<file path="src/rtl/uart_pkg.sv">
// Shared encodings for the serial BCD link: rx FSM states and the ASCII digit range.
// Pure definitions; no logic, no latency, no backpressure.
package uart_pkg;

    localparam logic [2:0] ST_IDLE      = 3'd0;
    localparam logic [2:0] ST_START     = 3'd1;
    localparam logic [2:0] ST_DATA      = 3'd2;
    localparam logic [2:0] ST_STOP      = 3'd3;
    localparam logic [2:0] ST_WAIT_HIGH = 3'd4;

    localparam logic [7:0] ASCII_ZERO = 8'h30;
    localparam logic [7:0] ASCII_NINE = 8'h39;

    function automatic logic is_ascii_digit(input logic [7:0] b);
        return (b >= ASCII_ZERO) && (b <= ASCII_NINE);
    endfunction

endpackage

</file>
<file path="src/rtl/uart_rx_byte.sv">
// 8N1 byte receiver: synchroniser plus bit FSM; byte_done/frame_err strobe at the mid-stop-bit sample.
// No backpressure: every completed frame is reported exactly once, the consumer must keep up.
module uart_rx_byte
    import uart_pkg::*;
#(
    parameter int CLKS_PER_BIT = 16,
    parameter int SYNC_STAGES  = 2
) (
    input  logic       clk,
    input  logic       rst,
    input  logic       rx_in,
    output logic [7:0] rx_byte,
    output logic       byte_done,
    output logic       frame_err
);

    localparam int CW = $clog2(CLKS_PER_BIT);
    localparam logic [CW-1:0] CNT_MID  = CW'(CLKS_PER_BIT / 2 - 1);
    localparam logic [CW-1:0] CNT_LAST = CW'(CLKS_PER_BIT - 1);

    logic [SYNC_STAGES-1:0] sync_q, sync_d;
    logic [2:0]             state_q, state_d;
    logic [CW-1:0]          cnt_q, cnt_d;
    logic [2:0]             idx_q, idx_d;
    logic [7:0]             shreg_q, shreg_d;
    logic                   rxs;

    assign rxs     = sync_q[SYNC_STAGES-1];
    assign rx_byte = shreg_q;

    always_comb begin
        sync_d    = {sync_q[SYNC_STAGES-2:0], rx_in};
        state_d   = state_q;
        cnt_d     = cnt_q + 1'b1;
        idx_d     = idx_q;
        shreg_d   = shreg_q;
        byte_done = 1'b0;
        frame_err = 1'b0;
        case (state_q)
            ST_IDLE: begin
                cnt_d = '0;
                if (!rxs) state_d = ST_START;
            end
            ST_START: begin
                // Half-bit delay re-centres all later samples on the middle of each bit.
                if (cnt_q == CNT_MID) begin
                    cnt_d   = '0;
                    idx_d   = 3'd0;
                    state_d = rxs ? ST_IDLE : ST_DATA;
                end
            end
            ST_DATA: begin
                if (cnt_q == CNT_LAST) begin
                    cnt_d   = '0;
                    shreg_d = {rxs, shreg_q[7:1]};
                    if (idx_q == 3'd7) state_d = ST_STOP;
                    else               idx_d   = idx_q + 3'd1;
                end
            end
            ST_STOP: begin
                if (cnt_q == CNT_LAST) begin
                    cnt_d = '0;
                    if (rxs) begin
                        byte_done = 1'b1;
                        state_d   = ST_IDLE;
                    end else begin
                        frame_err = 1'b1;
                        state_d   = ST_WAIT_HIGH;
                    end
                end
            end
            ST_WAIT_HIGH: begin
                // A held-low (break) line must not be mistaken for a stream of start bits.
                cnt_d = '0;
                if (rxs) state_d = ST_IDLE;
            end
            default: begin
                cnt_d   = '0;
                state_d = ST_IDLE;
            end
        endcase
    end

    always_ff @(posedge clk or posedge rst) begin
        if (rst) begin
            sync_q  <= '1;
            state_q <= ST_IDLE;
            cnt_q   <= '0;
            idx_q   <= 3'd0;
            shreg_q <= 8'd0;
        end else begin
            sync_q  <= sync_d;
            state_q <= state_d;
            cnt_q   <= cnt_d;
            idx_q   <= idx_d;
            shreg_q <= shreg_d;
        end
    end

endmodule

</file>
<file path="src/rtl/uart_bcd_receiver.sv">
// Pairs received ASCII digits (tens then units) into bcd1/bcd0; strobes appear 1 clk after the stop sample.
// No backpressure: bcd_valid/frame_err/digit_err are single-cycle pulses the consumer must capture.
module uart_bcd_receiver
    import uart_pkg::*;
#(
    parameter int CLKS_PER_BIT = 16,
    parameter int SYNC_STAGES  = 2
) (
    input  logic       clk,
    input  logic       rst,
    input  logic       rx_in,
    output logic [3:0] bcd0,
    output logic [3:0] bcd1,
    output logic       bcd_valid,
    output logic       frame_err,
    output logic       digit_err
);

    logic [7:0] rx_byte;
    logic       rx_byte_done;
    logic       rx_frame_err;

    logic       have_tens_q, have_tens_d;
    logic [3:0] tens_q, tens_d;
    logic [3:0] bcd0_q, bcd0_d;
    logic [3:0] bcd1_q, bcd1_d;
    logic       bcd_valid_q, bcd_valid_d;
    logic       frame_err_q, frame_err_d;
    logic       digit_err_q, digit_err_d;

    uart_rx_byte #(
        .CLKS_PER_BIT(CLKS_PER_BIT),
        .SYNC_STAGES (SYNC_STAGES)
    ) u_rx (
        .clk      (clk),
        .rst      (rst),
        .rx_in    (rx_in),
        .rx_byte  (rx_byte),
        .byte_done(rx_byte_done),
        .frame_err(rx_frame_err)
    );

    always_comb begin
        have_tens_d = have_tens_q;
        tens_d      = tens_q;
        bcd0_d      = bcd0_q;
        bcd1_d      = bcd1_q;
        bcd_valid_d = 1'b0;
        frame_err_d = rx_frame_err;
        digit_err_d = 1'b0;
        if (rx_frame_err) begin
            have_tens_d = 1'b0;
        end else if (rx_byte_done) begin
            if (!is_ascii_digit(rx_byte)) begin
                // Any junk byte breaks the pairing so a stale tens digit is never reused.
                digit_err_d = 1'b1;
                have_tens_d = 1'b0;
            end else if (!have_tens_q) begin
                tens_d      = rx_byte[3:0];
                have_tens_d = 1'b1;
            end else begin
                bcd1_d      = tens_q;
                bcd0_d      = rx_byte[3:0];
                bcd_valid_d = 1'b1;
                have_tens_d = 1'b0;
            end
        end
    end

    always_ff @(posedge clk or posedge rst) begin
        if (rst) begin
            have_tens_q <= 1'b0;
            tens_q      <= 4'd0;
            bcd0_q      <= 4'd0;
            bcd1_q      <= 4'd0;
            bcd_valid_q <= 1'b0;
            frame_err_q <= 1'b0;
            digit_err_q <= 1'b0;
        end else begin
            have_tens_q <= have_tens_d;
            tens_q      <= tens_d;
            bcd0_q      <= bcd0_d;
            bcd1_q      <= bcd1_d;
            bcd_valid_q <= bcd_valid_d;
            frame_err_q <= frame_err_d;
            digit_err_q <= digit_err_d;
        end
    end

    assign bcd0      = bcd0_q;
    assign bcd1      = bcd1_q;
    assign bcd_valid = bcd_valid_q;
    assign frame_err = frame_err_q;
    assign digit_err = digit_err_q;

endmodule

</file>
<file path="config.mk">
export PLATFORM = sky130hd
export DESIGN_NAME = uart_bcd_receiver
export DESIGN_NICKNAME = d
export VERILOG_FILES = /design/src/rtl/uart_pkg.sv /design/src/rtl/uart_rx_byte.sv /design/src/rtl/uart_bcd_receiver.sv
export SDC_FILE = /design/constraint.sdc
export NUM_CORES = 1
export LEC_CHECK = 0
export CAP_MARGIN = 20
export CORE_MARGIN = 4
export CORE_UTILIZATION = 50
export DETAILED_ROUTE_END_ITERATION = 16
export GPL_TIMING_DRIVEN = 0
export PLACE_DENSITY = 0.71
export SLEW_MARGIN = 20
export SYNTH_ARGS = -nofsm -noshare
export SYNTH_HDL_FRONTEND = slang
export SYNTH_SLANG_ARGS = --single-unit
</file>
<file path="constraint.sdc">
create_clock -name clk -period 1.72 [get_ports clk]
set_input_delay 0.344 -clock clk [delete_from_list [all_inputs] [get_ports clk]]
set_output_delay 0.344 -clock clk [all_outputs]
set_load 0.01 [all_outputs]
</file>
# [Yosys cells after proc, flatten, opt, wreduce, memory -nomap -nowiden]
# Index checks and enable logic that the tools add are counted.
[word_totals] reg_bits=36 inputBits=3 output_inout_bits=11 wordCells=75
[op_classes] n_addsub=2 n_lt_le_gt_ge=2 eq_ne=14 n_mux=33 bitwise_logic=2 n_reduce_logical=10
[ops] operator="$mux 3" n=10
[ops] operator="$mux 1" n=17
[ops] operator="$pmux 3 s5" n=1
[ops] operator="$reduce_and 4->1" n=3
[ops] operator="$ne 2x1->1 const B" n=5
[ops] operator="$ge 8x6->1 const B" n=1
[ops] operator="$le 8x6->1 const B" n=1
[ops] operator="$mux 4" n=2
[ops] operator="$pmux 4 s2" n=1
[ops] operator="$eq 3x2->1 const B" n=2
[ops] operator="$eq 3x3->1 const B" n=2
[ops] operator="$pmux 3 s2" n=1
[ops] operator="$reduce_and 6->1" n=1
[ops] operator="$add 4x1->4 const B" n=1
[ops] operator="$eq 4x3->1 const B" n=1
[ops] operator="$eq 4x4->1 const B" n=1
[ops] operator="$ne 2x2->1 const B" n=2
[ops] operator="$reduce_bool 2->1" n=2
[ops] operator="$add 3x1->3 const B" n=1
[ops] operator="$eq 3x1->1 const B" n=1
[ops] operator="$logic_not 3->1" n=1
[ops] operator="$mux 2" n=1
[ops] operator="$not 1->1" n=2
[ops] operator="$reduce_and 2->1" n=1
[ops] operator="2 further kinds" n=2

# [Longest topological paths before layout]
[logic_depth] ltp_word=5 depth_mapped=5 mapped_depth_nobuf=5

# [Hierarchy]
# Synthesis repeated with hierarchy kept, for this count alone.
[hier_totals] hier_cells=121 hier_area_um2=1597.8
[modules_own_cells] mod="uart_rx_byte" instances=1 cells_each=82 area_each_um2=960.9 seq_area_each_um2=503.0
[modules_own_cells] mod="uart_bcd_receiver" instances=1 cells_each=39 area_each_um2=636.9 seq_area_each_um2=400.4

# [Worst setup path after synthesis]
# OpenSTA, ideal clock, no wires.
[synth_path] path_kind="reg-to-reg" start="register u_rx.idx_q[0]" end="register u_rx.idx_q[0]" setup_time_ps=125 t_arrival_ps=1457 t_required_ps=1595 slack_ps=138 path_stages_with_launch=6 path_buffers=0 period_less_slack_ps=1582 cell_sequence="dfrtp_1 -> ha_1 -> ha_1 -> and4bb_2 -> o211ai_1 -> mux2_2"
[synth_between] elab_chain_len=4 elab_cells_between_ends=7 cone_classes="1 x add/sub; 2 x eq/ne; 3 x mux; 1 x reduce/logical"
[synth_rtl] item="start: declaration" line="uart_rx_byte.sv:24" text="logic [2:0] idx_q, idx_d;"
[synth_rtl] item="start signal: assignment" line="uart_rx_byte.sv:95" text="idx_q <= idx_d;"
[synth_rtl] item="$add 3x1->3" line="uart_rx_byte.sv:57" text="else idx_d = idx_q + 3'd1;"
[synth_rtl] item="$mux 3" line="uart_rx_byte.sv:56" text="if (idx_q == 3'd7) state_d = ST_STOP;"
[synth_rtl] item="$mux 3" line="uart_rx_byte.sv:53" text="if (cnt_q == CNT_LAST) begin"
[synth_rtl] item="$pmux 3 s2" line="uart_rx_byte.sv:39" text="case (state_q)"
# Several ways; a longest one is shown, not always the timed one. The select of a mux whose other input is x is not followed.
# A chain may end at the register's enable or synchronous reset.

# [Worst setup path after layout]
[layout_path] start="register u_rx.idx_q[0]" end="register u_rx.idx_q[1]"
# The elaborated chain is that of the path after synthesis.

==> out/results.ini <==
[run_status]
status=finished clean

[clock_tree]
clkSlewWorstSetupHoldPaths_ns=0.10
clk_latency_ns=0.33
cts_max_level=2
clock_sinks=36
cts_buffers=5
cts_tree=done
cts.path.max_buffers=2
clockRootBuffer=clkbuf_4
cts_hold_buf=0

[worst_setup_path]
cp.required_ns=1.95
cp_data_arrival_time_ns=1.87
start_kind=flip-flop
critical_path.max_fanout=3
end_kind=flip-flop
slowest_stage=dfrtp_1
reg2reg_depth=6
critPathKind=flip-flop to flip-flop
cp_num_buf_inv=1
cp_cell_sequence=ha_2, ha_4, and4bb_2, o211ai_1, buf_4, mux2_2
max_stage_delay_ns=0.37
critPathTopFamily=flip-flops
critical_path_cell_count=6

[finish]
post-route-util_pct=61.7
antennaDiodeCount=0
area_growth_pct=18.8
fin_area_um2=1870
drive_gt1_share_pct=38.0
fillers=249
final_nets=142

[floorplan]
rows=20
die-area_um2=4110
die_x_um=64.1
io_pins=14
start_util_pct=52.0
fp.dieH_um=64.1
core_area_um2=3030

[logic_synthesis]
yosysWarnings=0
synthTopCellsByArea=dfrtp_1 54%, mux2_2 16%, dfstp_2 3.3%
synth_top_cell_by_area=dfrtp_1
synth_flop_cell=dfrtp_1
syn_inst=113
ys_seq_area_share_pct=57.4
synth-edff-count=0
synth.top_cells.by_count=34 x dfrtp_1, 23 x mux2_2, 4 x inv_1, 4 x nor2_1
syn_nets=119
avgSynthCellArea_um2=13.9
synth_cell_types=35
syn_area_um2=1570
ys_seq_elements=36
yosysMostFrequentCell=dfrtp_1
synth_top_cell_area_share_pct=54.1
async_flop_share_pct=100

[detailed_routing]
drc=0
ant_nets=0
dr.pass1.iters=4
drtIter0Drc=33
postRouteWirelength_mm=2.65
vias_per_cell=5.35
vias=968
post_drt_wl_per_cell_um=14.7

[power_and_ir_drop]
ir_worst_vdd_uv=699
fin_total_pwr_uw=1920
power_leakage_uw=0.000859
powerDensity_nw_per_um2=1030

[global_routing]
grt_first_pass_wirelength_mm=4.69
grt_max_degree=37
grt_pass1_vias=994
antenna_found_initial=0
grt_overflow=0
grt_util_all_layers_pct=15.1

[sta]
min_period_ns=1.65
final-setup-viol-count=0
finalHoldViolations=0
tightest_slew_ns=0.715
rsz0062_at_grt=no
relSlewSlack_pct=52.2
setup_tns_ns=0
slew_violations=0
fin_crit_sh_pct=95.8
max_freq_ghz=0.607
finalClockSkew_ns=0.0108

[hold_path]
whs_path_depth=0
worst_hold_path_type=flip-flop to flip-flop

[flow_run]
max_cap_violations=0

[placed_design]
port_buffers=13
gp_congestion=0.759
dpl.hpwl_mm=1.88
placed_cell_area_um2=1760

final timing paths:
kind,slack (ns),endpoint,from
min reg2reg,0.37,u_rx.sync_q[1],u_rx.sync_q[0]
min in group asynchronous,0.44,bcd0[0],rst
min,0.37,u_rx.sync_q[1],u_rx.sync_q[0]
max in group asynchronous,0.81,digit_err,rst
max reg2reg,0.07,u_rx.idx_q[1],u_rx.idx_q[0]
max,0.07,u_rx.idx_q[1],u_rx.idx_q[0]
where the power goes:
group          total, µW  switching (µW)  internal (µW)
Sequential          1030            94.4            936
Combinational        434             224            210
Clock                456             261            194
Total               1920             580           1340
kinds of logic (layout without fill, tap and decap cells):
group / count (synthesis) / count (layout) / synth area share, %
flops: 36 / 36 / 57.4
simple gates: 29 / 29 / 14.3
mux: 23 / 23 / 16.5
compound gates: 12 / 12 / 5.80
buf+inv: 8 / 32 / 2.54
fa+ha+maj: 3 / 3 / 2.38
xor+xnor: 2 / 2 / 1.11
registers in the layout (all words and copies together), names as in the netlist, 2 cells and up:
name / flops
bcd0: 4
bcd1: 4
tens_q: 4
u_rx.cnt_q: 4
u_rx.idx_q: 3
u_rx.rx_byte: 8
u_rx.state_q: 3
u_rx.sync_q: 2
placed cells by master (no fill, tap or decap), types with 2 or more instances in the layout:
| cell type | count |
|---|---|
| clkbuf_4 | 5 |
| a311oi_1 | 2 |
| clkdlybuf4s50_1 | 13 |
| and4bb_2 | 3 |
| buf_2 | 2 |
| nor3_1 | 2 |
| inv_1 | 3 |
| nor3b_1 | 2 |
| nand4_4 | 2 |
| and4_1 | 2 |
| xnor2_1 | 2 |
| nand3_1 | 3 |
| a21oi_1 | 2 |
| nor2_1 | 4 |
| buf_4 | 3 |
| mux2_2 | 23 |
| and2_1 | 2 |
| and3_1 | 2 |
| o21ai_0 | 2 |
| ha_2 | 2 |
| dfstp_2 | 2 |
| dfrtp_1 | 34 |
| clkinv_2 | 2 |
layout make-up:
class | instances | area (µm²) | area share (%)
well taps | 44 | 55.1 | 2.95
clock inverters | 2 | 10.0 | 0.535
inverters | 4 | 15.0 | 0.803
plain buffers | 4 | 25.0 | 1.34
multi-input cells | 69 | 657 | 35.1
clock buffers | 6 | 51.3 | 2.74
flip-flops and latches | 36 | 903 | 48.3
repair buffers | 16 | 153 | 8.17
repair_timing:
action,4_1_cts,5_1_grt
pin swaps,1,1
buffers inserted,2,1
endpoints found under the setup margin,3,22
gates resized for setup,0,5
metal layers:
layer	share of wire, %	GRT usage, %	up-vias	routed length (µm)
li1	-	-	467	-
met1	42	18.1	478	1120
met2	53	25.7	18	1390
met3	3.5	4.22	5	94
met4	1.5	5.54	0	40
met5	0	0	-	0
through the flow:
stage	worst slack [ns]	hold WS, ns	cells
after floorplan	0.138	0.345	113
after global placement	-0.163	0.346	170
after detailed placement	-0.0128	0.353	170
after CTS	0.0142	0.367	180
after global routing	0.00114	0.379	181
final	0.0720	0.366	181
(Power assumes the default switching activity.)
